$ cat config.mk
export PLATFORM = sky130hd
export DESIGN_NAME = uart_tx
export DESIGN_NICKNAME = d
export VERILOG_FILES = /design/src/rtl/uart_tx.sv
export SDC_FILE = /design/constraint.sdc
export NUM_CORES = 1
export LEC_CHECK = 0
export BUFFER_PORTS_ARGS = -buffer_cell sky130_fd_sc_hd__buf_2
export CORE_ASPECT_RATIO = 0.9
export CORE_UTILIZATION = 57
export DETAILED_ROUTE_END_ITERATION = 6
export PLACE_DENSITY = 0.88
export SETUP_SLACK_MARGIN = 0.02
export SYNTH_ARGS = -nofsm -noshare
export SYNTH_HDL_FRONTEND = slang
export SYNTH_SLANG_ARGS = --single-unit
$ cat constraint.sdc
create_clock -name clk -period 2 [get_ports clk]
set_input_delay 0.1 -clock clk [delete_from_list [all_inputs] [get_ports clk]]
set_output_delay 0.1 -clock clk [all_outputs]
set_load 0.1 [all_outputs]
$ cat src/rtl/uart_tx.sv
// UART transmitter: start, DBIT data bits LSB first, optional parity, stop bit(s),
// timed from a 16x oversampling tick, with a one-entry holding register.
module uart_tx #(
    parameter int DBIT       = 8,
    parameter int SB_TICK    = 16,
    parameter int PARITY_EN  = 0,
    parameter int PARITY_ODD = 0
) (
    input  logic       clk,
    input  logic       reset,
    input  logic       s_tick,
    input  logic       tx_start,
    input  logic [7:0] din,
    output logic       tx_ready,
    output logic       tx_busy,
    output logic       tx_done,
    output logic       tx
);

    typedef enum logic [2:0] {IDLE, START, DATA, PARITY, STOP} state_t;

    localparam logic [2:0] LAST_BIT = 3'(DBIT - 1);
    localparam logic [5:0] STOP_END = 6'(SB_TICK - 1);

    state_t     state_q, state_d;
    logic [5:0] tick_q, tick_d;
    logic [2:0] bit_q, bit_d;
    logic [7:0] shift_q, shift_d;
    logic [7:0] hold_q, hold_d;
    logic       hold_vld_q, hold_vld_d;
    logic       hold_par_q, hold_par_d;
    logic       par_q, par_d;
    logic       tx_q, tx_d;
    logic       done_q, done_d;

    always_ff @(posedge clk or negedge reset) begin
        if (!reset) begin
            state_q    <= IDLE;
            tick_q     <= '0;
            bit_q      <= '0;
            shift_q    <= '0;
            hold_q     <= '0;
            hold_vld_q <= 1'b0;
            hold_par_q <= 1'b0;
            par_q      <= 1'b0;
            tx_q       <= 1'b1;
            done_q     <= 1'b0;
        end else begin
            state_q    <= state_d;
            tick_q     <= tick_d;
            bit_q      <= bit_d;
            shift_q    <= shift_d;
            hold_q     <= hold_d;
            hold_vld_q <= hold_vld_d;
            hold_par_q <= hold_par_d;
            par_q      <= par_d;
            tx_q       <= tx_d;
            done_q     <= done_d;
        end
    end

    always_comb begin
        state_d    = state_q;
        tick_d     = tick_q;
        bit_d      = bit_q;
        shift_d    = shift_q;
        hold_d     = hold_q;
        hold_vld_d = hold_vld_q;
        hold_par_d = hold_par_q;
        par_d      = par_q;
        tx_d       = tx_q;
        done_d     = 1'b0;

        // Accept and the IDLE hand-off never coincide: one needs the hold empty, the other full.
        if (tx_start && !hold_vld_q) begin
            hold_d     = din;
            hold_par_d = (^din[DBIT-1:0]) ^ (PARITY_ODD != 0);
            hold_vld_d = 1'b1;
        end

        case (state_q)
            IDLE: begin
                if (hold_vld_q) begin
                    state_d    = START;
                    tx_d       = 1'b0;
                    shift_d    = hold_q;
                    par_d      = hold_par_q;
                    hold_vld_d = 1'b0;
                    tick_d     = '0;
                end
            end
            START: begin
                if (s_tick) begin
                    if (tick_q == 6'd15) begin
                        state_d = DATA;
                        tx_d    = shift_q[0];
                        bit_d   = '0;
                        tick_d  = '0;
                    end else begin
                        tick_d = tick_q + 6'd1;
                    end
                end
            end
            DATA: begin
                if (s_tick) begin
                    if (tick_q == 6'd15) begin
                        tick_d  = '0;
                        shift_d = shift_q >> 1;
                        if (bit_q == LAST_BIT) begin
                            if (PARITY_EN != 0) begin
                                state_d = PARITY;
                                tx_d    = par_q;
                            end else begin
                                state_d = STOP;
                                tx_d    = 1'b1;
                            end
                        end else begin
                            bit_d = bit_q + 3'd1;
                            tx_d  = shift_q[1];
                        end
                    end else begin
                        tick_d = tick_q + 6'd1;
                    end
                end
            end
            PARITY: begin
                if (s_tick) begin
                    if (tick_q == 6'd15) begin
                        state_d = STOP;
                        tx_d    = 1'b1;
                        tick_d  = '0;
                    end else begin
                        tick_d = tick_q + 6'd1;
                    end
                end
            end
            STOP: begin
                tx_d = 1'b1;
                if (s_tick) begin
                    if (tick_q == STOP_END) begin
                        state_d = IDLE;
                        done_d  = 1'b1;
                        tick_d  = '0;
                    end else begin
                        tick_d = tick_q + 6'd1;
                    end
                end
            end
            default: begin
                state_d = IDLE;
                tx_d    = 1'b1;
            end
        endcase
    end

    assign tx_ready = ~hold_vld_q;
    assign tx_busy  = (state_q != IDLE);
    assign tx_done  = done_q;
    assign tx       = tx_q;

endmodule

# Word-level counts from Yosys, hierarchy flattened
# Cells that the tools add are included.
dict set report word_totals {
  in_bits 12
  register_bits 31
  elab_cells 80
}
dict set report op_classes {
  add_sub_neg 2
  n_eq_ne 18
  reduce_logical 13
  muxes 38
  bitwise 1
}
# op n
set ops {}
lappend ops {{two-way mux 3 bit} 13}
lappend ops {{two-way mux 8 bit} 3}
lappend ops {{inequality test 2 bit (second input constant)} 11}
lappend ops {{two-way mux 6 bit} 3}
lappend ops {{case mux 8 bit (2 select lines)} 1}
lappend ops {{case mux 3 bit (5 select lines)} 1}
lappend ops {{two-way mux 1 bit} 14}
lappend ops {{case mux 6 bit (2 select lines)} 1}
lappend ops {{AND reduction 10 bit} 1}
lappend ops {{AND reduction 7 bit} 1}
lappend ops {{adder 6 x 1 -> 6 bit (second input constant)} 1}
lappend ops {{equality test 3 x 2 -> 1 bit (second input constant)} 2}
lappend ops {{equality test 3 bit (second input constant)} 2}
lappend ops {{equality test 6 x 4 -> 1 bit (second input constant)} 1}
lappend ops {{case mux 3 bit (2 select lines)} 1}
lappend ops {{AND reduction 6 bit} 1}
lappend ops {{nonzero test 2 bit} 3}
lappend ops {{case mux 1 bit (4 select lines)} 1}
lappend ops {{AND reduction 4 bit} 1}
lappend ops {{OR reduction 4 bit} 1}
lappend ops {{adder 3 x 1 -> 3 bit (second input constant)} 1}
lappend ops {{equality test 3 x 1 -> 1 bit (second input constant)} 1}
lappend ops {{logical NOT 3 bit} 1}
lappend ops {{AND reduction 3 bit} 1}
lappend ops {{other kinds (5)} 5}

# Logic depth before layout (Yosys ltp)
dict set report logic_depth {
  depth_word 5
  depth_mapped 6
  mapped_depth_nobuf 6
}

# Least setup slack after synthesis
# No wires, ideal clock.
dict set report synth_path {
  path_type {flip-flop to flip-flop}
  from {register hold_vld_q}
  to {register shift_q[4]}
  t_arrival_ns 1.692
  path_slack_ns 0.178
  path_stages_with_launch 6
  n_path_buf 1
  period_less_slack_ns 1.822
  path_cell_list {dfrtp_1 inv_1 o22ai_1 buf_4 a21oi_1 a31oi_1}
}
dict set report synth_between {
  elab_chain_len 2
}
# item line_no
set synth_rtl {}
lappend synth_rtl {{start, declared} 30} ;# logic hold_vld_q, hold_vld_d;
lappend synth_rtl {{start signal, assigned} 54} ;# hold_vld_q <= hold_vld_d;
lappend synth_rtl {{inequality test 2 bit (no source line)} --}
lappend synth_rtl {{AND reduction 4 bit (no source line)} --}
lappend synth_rtl {{end signal, assigned} 52} ;# shift_q <= shift_d;
lappend synth_rtl {{end, declared} 28} ;# logic [7:0] shift_q, shift_d;
# Every way passes these cells.
# A chain may end at the register's enable or synchronous reset.

# Worst setup path after layout
dict set report layout_path {
  from {register tick_q[0]}
  to {register bit_q[0]}
}
dict set report layout_between {
  elab_chain_len 3
}
# item line_no
set layout_rtl {}
lappend layout_rtl {{start, declared} 26} ;# logic [5:0] tick_q, tick_d;
lappend layout_rtl {{start signal, assigned} 50} ;# tick_q <= tick_d;
lappend layout_rtl {{equality test 6 x 4 -> 1 bit *} {94, 106}}
lappend layout_rtl {{inequality test 2 bit (no source line)} --}
lappend layout_rtl {{AND reduction 6 bit (no source line) *} --}
lappend layout_rtl {{end signal, assigned} 51} ;# bit_q <= bit_d;
lappend layout_rtl {{end, declared} 27} ;# logic [2:0] bit_q, bit_d;
# Mark *: on every way between the ends. The rest lies on a longest branch, timed or not.

==> load_flow_metrics.sql <==
INSERT INTO impl_metrics (metric_group, metric, value, unit) VALUES
('placed_design', 'gp_congestion', '0.805', ''),
('hold_path', 'min_path_type', 'input pin to register', ''),
('synth', 'post_synth.cell_area_avg', '10.9', 'µm²'),
('hold_path', 'worst_hold_startpoint', 's_tick', ''),
('finish', 'area_used_by_multi_input_combinational_logic', '767', 'µm²'),
('worst_setup_path', 'worstPathRequired', '2220', 'ps'),
('worst_setup_path', 'worstSetupStartpointType', 'register', ''),
('global_route', 'initial_antenna_violation_count', '0', ''),
('clock_tree', 'clockBufferDepth', '2', ''),
('sta', 'worst_pin_slew', '693', 'ps'),
('sta', 'period_minus_slack', '1890', 'ps'),
('power_and_ir_drop', 'power.static_leakage', '0.000847', 'µW'),
('finish', 'finalNetCount', '194', ''),
('route', 'routed_wirelength', '3680', 'µm'),
('synth', 'mappedNetlistNets', '162', ''),
('clock_tree', 'clockRootBuffer', 'sky130_fd_sc_hd__clkbuf_4', ''),
('synth', 'synth_async_sr_flop_share', '100', '%'),
('sta', 'report.final.hold_viol_count', '0', ''),
('flow_run', 'maxCapViolCount', '0', ''),
('placed_design', 'numPortBuffers', '15', ''),
('finish', 'synthToLayoutAreaGrowth', '20.2', '%'),
('finish', 'num_antenna_cells', '0', ''),
('die', 'num_io_pins', '16', ''),
('synth', 'postSynthRegisterBits', '31', ''),
('clock_tree', 'cts.htree.levels', '2', ''),
('synth', 'post_synthesis_instance_area', '1610', 'µm²'),
('clock_tree', 'cts.reportedPaths.clkPinSlew', '110', 'ps'),
('global_route', 'grt_remaining_overflow', '0', ''),
('finish', 'nFillCells', '164', ''),
('route', 'drt-vias-per-instance', '6.29', ''),
('worst_setup_path', 'critPathCaptureType', 'register', ''),
('finish', 'final_common_cell', 'sky130_fd_sc_hd__dfrtp_1', ''),
('die', 'num_rows', '17', ''),
('sta', 'timing.setup.tns', '0', 'ps'),
('synth', 'post_synth_main_area_contributors', 'sky130_fd_sc_hd__dfrtp_1 47%, sky130_fd_sc_hd__mux2i_1 6.9%, sky130_fd_sc_hd__mux2_1 4.2%', ''),
('worst_setup_path', 'r2r_start', 'tick_q[0]$_DFFE_PN0P_', ''),
('route', 'route.vias.total', '1309', ''),
('synth', 'synth_top_cell_by_area', 'sky130_fd_sc_hd__dfrtp_1', ''),
('global_route', 'first_global_vias', '1282', ''),
('sta', 'timing.final.crit_share', '94.3', '%'),
('global_route', 'grt_resource_usage_total', '28.8', '%'),
('route', 'route.detailed.drc', '0', ''),
('placed_design', 'dp_hpwl', '2260', 'µm'),
('synth', 'synth_ff_type', 'sky130_fd_sc_hd__dfrtp_1', ''),
('worst_setup_path', 'worstSetupPathType', 'register to register', ''),
('synth', 'synthesis_warning_total', '0', ''),
('route', 'dr.first_iter.drc_count', '62', ''),
('sta', 'grt_setup_unrepaired', 'true', ''),
('die', 'start_util', '62.9', '%'),
('finish', 'seqCellArea', '777', 'µm²'),
('die', 'dieArea', '3040', 'µm²'),
('synth', 'number_of_enable_type_register_cells_in_the_synthesized_netlist', '0', ''),
('synth', 'synth_cells', '147', ''),
('clock_tree', 'cts_tree', 'built', ''),
('power_and_ir_drop', 'peakVddDrop', '0.927', 'mV'),
('global_route', 'first_pass_grt_wire_length', '6110', 'µm'),
('global_route', 'grt_start_max_net_pins', '32', ''),
('clock_tree', 'clock_sinks', '31', ''),
('finish', 'drive_above_1_share', '23.9', '%'),
('clock_tree', 'insertion_delay', '350', 'ps'),
('sta', 'setup-violations-final', '0', ''),
('synth', 'synth_sequential_area_ratio', '48.4', '%'),
('die', 'floorplan.die.width', '58.0', 'µm'),
('clock_tree', 'cts_buffers', '5', ''),
('sta', 'timing.slew.headroom', '53.8', '%'),
('sta', 'timing_max_transition_violations_final', '0', ''),
('worst_setup_path', 'critical_path.max_fanout', '5', ''),
('sta', 'max_clock_freq', '530', 'MHz'),
('power_and_ir_drop', 'cellPowerDensity', '1560', 'nW/µm²'),
('worst_setup_path', 'crit_start', 'tick_q[0]$_DFFE_PN0P_', ''),
('die', 'fp.coreArea', '2550', 'µm²'),
('synth', 'synth_top_area_share', '46.7', '%'),
('status', 'run_status', 'finished, final reports clean', ''),
('route', 'antenna_violating_nets_post_route', '0', ''),
('worst_setup_path', 'arrival', '2110', 'ps'),
('sta', 'worst_clock_skew', '12.2', 'ps'),
('die', 'die-height', '52.4', 'µm'),
('synth', 'synth.lib_cells_used.distinct', '45', ''),
('sta', 'fin_worst_hold_slack', '84.5', 'ps'),
('route', 'route.detailed.wl_per_inst', '17.7', 'µm'),
('route', 'dr.pass1.iters', '4', ''),
('finish', 'final_cell_mix', '30 x sky130_fd_sc_hd__dfrtp_1, 15 x sky130_fd_sc_hd__buf_2, 11 x sky130_fd_sc_hd__mux2i_1', '');
-- sequential cells by signal, summed over array words and instances (netlist names) --
name and flops:
state_q 3, hold_vld_q 1, hold_q 8, tick_q 6, tx 1, tx_done 1
bit_q 3, shift_q 8
-- per-stage QoR --
step                      power, µW  setup slack [ps]  area, µm²  instances  utilization [%]
after floorplan                2060               178       1610        147                -
after global placement         2250               260       1720        189             67.4
after detailed placement       2320               158       1720        189             67.4
after CTS                      2950               123       1910        206             74.9
after global routing           3180             -4.19       1930        208             75.7
final                          3010               114       1930        208             75.7
-- kinds of logic after synthesis --
kind of cell               after synthesis  synth area share, %
AOI/OAI and AO/OA                       40                 16.2
and+or+nand+nor                         37                 13.6
DFF                                     31                 48.4
muxes                                   22                 15.3
buffers and inverters                   14                 4.21
adders and majority gates                3                 2.34
-- report_power, final --
| group | internal [µW] | switching, µW | total (µW) |
|---|---|---|---|
| Combinational | 488 | 778 | 1270 |
| Clock | 390 | 231 | 621 |
| Sequential | 890 | 233 | 1120 |
-- cell usage after synthesis (2+ instances only) --
master,n
sky130_fd_sc_hd__ha_1,3
sky130_fd_sc_hd__a21oi_1,9
sky130_fd_sc_hd__mux2_2,4
sky130_fd_sc_hd__nor3b_1,2
sky130_fd_sc_hd__clkbuf_1,2
sky130_fd_sc_hd__nand3_1,3
sky130_fd_sc_hd__mux2i_1,11
sky130_fd_sc_hd__nor2_1,10
sky130_fd_sc_hd__inv_1,6
sky130_fd_sc_hd__nand2_1,8
sky130_fd_sc_hd__nor3_1,2
sky130_fd_sc_hd__nor2b_1,2
sky130_fd_sc_hd__o21ai_1,2
sky130_fd_sc_hd__mux2_1,6
sky130_fd_sc_hd__nor4_1,2
sky130_fd_sc_hd__a31oi_1,8
sky130_fd_sc_hd__dfrtp_1,30
sky130_fd_sc_hd__o21ai_0,7
sky130_fd_sc_hd__o22ai_1,2
sky130_fd_sc_hd__buf_2,3
-- final timing paths --
| kind | end | slack [ps] | cells after the start |
|---|---|---|---|
| min | tick_q[2]$_DFFE_PN0P_ | 80 | 3 |
| min reg2reg | hold_q[4]$_DFFE_PN0P_ | 510 | 1 |
| min in group asynchronous | tick_q[2]$_DFFE_PN0P_ | 320 | 2 |
| max | bit_q[0]$_DFFE_PN0P_ | 110 | 5 |
| max in group asynchronous | state_q[1]$_DFFE_PN0P_ | 1230 | 2 |
| max reg2reg | bit_q[0]$_DFFE_PN0P_ | 110 | 5 |
-- critical path, stage by stage, from the launching register on --
cell,delay (ps)
sky130_fd_sc_hd__dfrtp_1,410
sky130_fd_sc_hd__ha_1,230
sky130_fd_sc_hd__nand4b_1,230
sky130_fd_sc_hd__nand3b_4,270
sky130_fd_sc_hd__nor3_4,250
sky130_fd_sc_hd__mux2_1,360
-- final cells by class --
cell class                      instances  area share, %
Clock buffer                            6           2.14
Clock inverter                          2           3.11
Inverter                                7           1.36
Multi-Input combinational cell        102           39.7
Sequential cell                        31           40.2
Tap cell                               28           1.81
Timing Repair Buffer                   32           11.7
-- what timing repair did --
| item | CTS | global route |
|---|---|---|
| setup endpoints to repair | 0 | 2 |
| hold endpoints to repair | 38 | 0 |
| hold buffers | 9 | 0 |
| resized for setup | 0 | 1 |
| setup buffers | 0 | 2 |
-- routing by layer --
metal  track usage (%)  vias up  wire length [µm]
met4              10.7        0                72
met5                 0        -                 0
met3              7.41        9               182
met1              34.6      642              1590
met2              50.2       48              1830
li1                  -      610                 -
Power figures use the tool's default switching activity.
